===== src/rtl/alu_share_arbiter.sv =====
// rtl/alu_share_arbiter.sv - round-robin sharing of one ALU between two requesters
// Operands are registered onto the ALU on grant; the result is captured into a valid/ready response.
module alu_share_arbiter #(
  parameter int DATA_W     = 32,
  parameter int CTRL_W     = 8,
  parameter int OP_LATENCY = 1
) (
  input  logic              clk,
  input  logic              reset,
  input  logic              req0_valid,
  output logic              req0_ready,
  input  logic [DATA_W-1:0] req0_a,
  input  logic [DATA_W-1:0] req0_b,
  input  logic [CTRL_W-1:0] req0_ctrl,
  input  logic              req1_valid,
  output logic              req1_ready,
  input  logic [DATA_W-1:0] req1_a,
  input  logic [DATA_W-1:0] req1_b,
  input  logic [CTRL_W-1:0] req1_ctrl,
  output logic [DATA_W-1:0] alu_a,
  output logic [DATA_W-1:0] alu_b,
  output logic [CTRL_W-1:0] alu_ctrl,
  input  logic [DATA_W-1:0] alu_result,
  input  logic              alu_zero,
  output logic              rsp_valid,
  input  logic              rsp_ready,
  output logic              rsp_id,
  output logic [DATA_W-1:0] rsp_result,
  output logic              rsp_zero,
  output logic              rsp_err,
  output logic              busy
);

  localparam logic [1:0] ST_IDLE = 2'd0;
  localparam logic [1:0] ST_EXEC = 2'd1;
  localparam logic [1:0] ST_RESP = 2'd2;

  localparam int CNT_W = 2;
  localparam logic [CNT_W-1:0] CNT_INIT = CNT_W'(OP_LATENCY - 1);

  logic [1:0]       state;
  logic             rr_ptr;
  logic [CNT_W-1:0] cnt;
  logic             id_q;

  logic gnt_any;
  logic gnt_id;
  logic take;
  logic func_legal;
  logic cap_err;

  // With both requesters valid the pointer decides; a lone requester always wins.
  assign gnt_any    = req0_valid | req1_valid;
  assign gnt_id     = req1_valid & (~req0_valid | rr_ptr);
  assign take       = (state == ST_IDLE) & gnt_any;
  assign req0_ready = take & ~gnt_id;
  assign req1_ready = take & gnt_id;
  assign busy       = (state != ST_IDLE);

  always_comb begin
    func_legal = 1'b0;
    case (alu_ctrl[5:0])
      6'h20, 6'h22, 6'h24, 6'h25, 6'h27, 6'h2A: func_legal = 1'b1;
      default:                                  func_legal = 1'b0;
    endcase
  end

  // Only R-type ops (aluop 2'b10) carry a func field that can be illegal.
  assign cap_err = (alu_ctrl[7:6] == 2'b10) & ~func_legal;

  always_ff @(posedge clk) begin
    if (reset) begin
      state      <= ST_IDLE;
      rr_ptr     <= 1'b0;
      cnt        <= '0;
      id_q       <= 1'b0;
      alu_a      <= '0;
      alu_b      <= '0;
      alu_ctrl   <= '0;
      rsp_valid  <= 1'b0;
      rsp_id     <= 1'b0;
      rsp_result <= '0;
      rsp_zero   <= 1'b0;
      rsp_err    <= 1'b0;
    end else begin
      case (state)
        ST_IDLE: begin
          if (take) begin
            alu_a    <= gnt_id ? req1_a    : req0_a;
            alu_b    <= gnt_id ? req1_b    : req0_b;
            alu_ctrl <= gnt_id ? req1_ctrl : req0_ctrl;
            id_q     <= gnt_id;
            cnt      <= CNT_INIT;
            rr_ptr   <= ~gnt_id;
            state    <= ST_EXEC;
          end
        end
        ST_EXEC: begin
          if (cnt != '0) begin
            cnt <= cnt - CNT_W'(1);
          end else begin
            rsp_valid  <= 1'b1;
            rsp_id     <= id_q;
            rsp_err    <= cap_err;
            rsp_result <= cap_err ? '0 : alu_result;
            rsp_zero   <= cap_err ? 1'b0 : alu_zero;
            state      <= ST_RESP;
          end
        end
        ST_RESP: begin
          // The handshake cycle itself never grants; the next op starts from IDLE.
          if (rsp_ready) begin
            rsp_valid <= 1'b0;
            state     <= ST_IDLE;
          end
        end
        default: state <= ST_IDLE;
      endcase
    end
  end

endmodule


===== config.mk =====
export PLATFORM = sky130hd
export DESIGN_NAME = alu_share_arbiter
export DESIGN_NICKNAME = d
export VERILOG_FILES = /design/src/rtl/alu_share_arbiter.sv
export SDC_FILE = /design/constraint.sdc
export NUM_CORES = 1
export LEC_CHECK = 0
export CAP_MARGIN = 5
export CORE_UTILIZATION = 35
export CTS_BUF_LIST = sky130_fd_sc_hd__clkbuf_2 sky130_fd_sc_hd__clkbuf_4 sky130_fd_sc_hd__clkbuf_8
export DETAILED_ROUTE_END_ITERATION = 16
export PLACE_DENSITY = 0.72
export SLEW_MARGIN = 30
export SYNTH_ARGS = -nofsm -noshare
export SYNTH_HDL_FRONTEND = slang
export SYNTH_SLANG_ARGS = --single-unit

===== constraint.sdc =====
create_clock -name clk -period 4.2 [get_ports clk]
set_clock_uncertainty 0.15 [all_clocks]
set_input_delay 1.26 -clock clk [delete_from_list [all_inputs] [get_ports clk]]
set_output_delay 1.26 -clock clk [all_outputs]
set_load 0.05 [all_outputs]

==> metrics, run 1 <==
Arr. time, crit path 2180 ps; Final ANT Viol Nets 0; synth warn 0; initial antenna violation count 0; worst skew pair latency 440 ps; fin area 8460 um^2; critical path fanouts, max 24; Die Y 124 um; ANT cells 0; Critical Path Start Type input pin; FP Rows 44; CTS Buffer Depth 2; Req. time, crit path 2790 ps; critical path class in -> out; Starting DRT DRC Count 412; Hold Path Class reg -> reg; worst slew pin tran 917 ps; Via Count 5903; hold path endpoint alu_a[30]; max cap viols 0; final RePlAce weighted congestion 0.810; Placed Instance Area 8070 um^2; DR WL/cell 18.8 um; Num CTS Buffers 17; final cell count without fillers 1030; status finished, final reports clean; hold path startpoint alu_a[30]; pwr/cell area 412 nW/um^2; Synthesized Nets 774; area grow syn2layout 61.3%; via/cell ratio 5.73; hold depth 2; Ports 293; cts repair resizes 0; instance count of the mapped netlist 591; final slew viol count 0; fill count 1282; Root Driver clkbuf_8; fin util 0.580; H-tree depth 4; cells on worst reg2reg path 4; Yosys cell types 32; hold-fix buffers at CTS 0; Post-CTS Setup Bufs 0; DP HPWL 13100 um; Post-synth ARST share 0; Clock Pin Slew Worst Setup and Hold Paths 60 ps; vias in the first global route 5916; DRT Wirelength 19400 um; Tmin final 3590 ps; CP endpoint kind output port; CTS tree yes; synthesized area per cell 8.87 um^2; total congestion overflow 0; Starting Density 0.360; RSZ-0062 raised after global routing no; Pleak 3.00 nW; # clock sinks 114; endpoints failing setup 0; Mapped Area 5250 um^2; Max rail drop VDD 183 uV; period utilization 0.855; #FFs+latches synth 114; relative slew slack 0.387; DIE AREA 15500 um^2; count of input and output buffers 292; Fmax 278 MHz; largest net degree at the start of global routing 74; # DRC 0; proportion of layout cells with a drive suffix above 1 0.0697; Detailed Routing Iterations Pass 1 5; endpoints failing hold 0; R2R Path End rsp_result[31]; Die W 124 um; most used flip-flop cell after synthesis dfxtp_1; final setup TNS 0 ps; global-route wire length before repair 30600 um; number of synthesized flops with an enable pin 0; total track usage 0.247; Layout Nets 1017; sequential fraction of the synthesis area 0.435; Tot Pwr 0.00348 W; Inst Count DP 999; Core ar. 14600 um^2; FF-to-FF setup slack 1800 ps; Reg2Reg Launch Point state[0]
cell families after synthesis:
logic type	synth area share
simple gates	0.181
compound gates	0.222
flops	0.435
buf+inv	0.0935
fa+ha+maj	0.00239
mux	0.0668
where the power goes:
part           switching, W  internal, W
logic              0.000745     0.000462
clock network      0.000432     0.000590
registers         0.0000665      0.00119
total               0.00124      0.00224
how the worst max path moves through the flow:
stage                from         end  slack [ps]
2_1_floorplan  req1_valid  req0_ready         490
3_3_place_gp   req0_valid  req1_ready         610
3_5_place_dp   req0_valid  req1_ready         620
4_1_cts        req0_valid  req1_ready         620
5_1_grt        req0_valid  req1_ready         520
6_report       req0_valid  req1_ready         610
routing by layer:
metal / up-vias / global-route usage / share of wire
met1: 2789 / 0.278 / 0.39
li1: 2772 / - / -
met2: 306 / 0.418 / 0.49
met3: 36 / 0.0898 / 0.096
met4: 0 / 0.103 / 0.025
met5: - / 0 / 0
cell type report:
class / instances / area (um^2) / area share
Timing Repair Buffer: 304 / 3040 / 0.360
Multi-Input combinational cell: 391 / 2490 / 0.295
Sequential cell: 114 / 2280 / 0.270
Clock buffer: 25 / 307 / 0.0362
Tap cell: 184 / 230 / 0.0272
Clock inverter: 6 / 80.1 / 0.00947
Inverter: 6 / 22.5 / 0.00266
worst max-delay path, stage by stage:
cell and delay [ps]:
buf_2 410, nand2b_2 100, nand3_1 150, inv_1 90, buf_12 150
Yosys cell counts, types with 2 or more instances:
| master | instances | area [um^2] |
|---|---|---|
| o21ai_0 | 76 | 380 |
| buf_6 | 19 | 214 |
| buf_1 | 2 | 7.51 |
| dfxtp_1 | 114 | 2280 |
| inv_1 | 5 | 18.8 |
| buf_2 | 9 | 45.0 |
| clkbuf_1 | 45 | 169 |
| a31oi_1 | 72 | 450 |
| nand3_1 | 73 | 365 |
| nand2_1 | 2 | 7.51 |
| nor2_1 | 5 | 18.8 |
| or4b_2 | 2 | 20.0 |
| clkbuf_2 | 2 | 10.0 |
| nand2b_1 | 2 | 12.5 |
| a21oi_1 | 6 | 30.0 |
| a211oi_1 | 33 | 248 |
| mux2i_1 | 35 | 350 |
| nand4_1 | 72 | 450 |
| nor3_1 | 2 | 10.0 |
| buf_4 | 3 | 22.5 |
placed cells by master (no fill, tap or decap):
| cell | count |
|---|---|
| or4b_2 | 2 |
| nand3b_4 | 1 |
| clkbuf_8 | 19 |
| bufinv_16 | 2 |
| mux2i_1 | 35 |
| nand2b_1 | 1 |
| a31oi_1 | 72 |
| nor3_1 | 2 |
| clkdlybuf4s50_1 | 286 |
| nand2b_2 | 1 |
| a22oi_2 | 1 |
| buf_2 | 2 |
| a21o_1 | 1 |
| ha_1 | 1 |
| nand4_1 | 72 |
| o21ai_0 | 76 |
| a32o_1 | 1 |
| a211oi_4 | 1 |
| clkinv_2 | 4 |
| nor4bb_1 | 1 |
| buf_4 | 12 |
| nor2_1 | 3 |
| dfxtp_1 | 114 |
| a21oi_1 | 6 |
| clkbuf_4 | 6 |
| nor3b_4 | 1 |
| a2bb2oi_1 | 1 |
| nor2b_1 | 1 |
| inv_1 | 5 |
| nor2_4 | 2 |
| inv_2 | 1 |
| nor3b_1 | 1 |
| buf_12 | 4 |
| nand2_1 | 2 |
| nand3_1 | 73 |
| a211oi_1 | 33 |
stage by stage:
step	hold slack [ps]	setup slack, ps
floorplan	300	487
global placement	306	609
detailed placement	332	619
CTS	339	617
global route	362	518
finish	338	608
flip-flops by register name, summed over array words and instances, names as in the netlist:
| register | flops |
|---|---|
| alu_a | 32 |
| alu_b | 32 |
| rsp_result | 32 |
| alu_ctrl | 8 |
| cnt | 2 |
| state | 2 |
| id_q | 1 |
| rr_ptr | 1 |
| rsp_err | 1 |
| rsp_id | 1 |
| rsp_valid | 1 |
| rsp_zero | 1 |
(Power assumes the default switching activity.)
==> inputs of run 2 (changes only) <==
SETUP_SLACK_MARGIN = 0.1   (was not set)
==> results of run 2 <==
Final layout, timing and power as in run 1 (identical DEF).
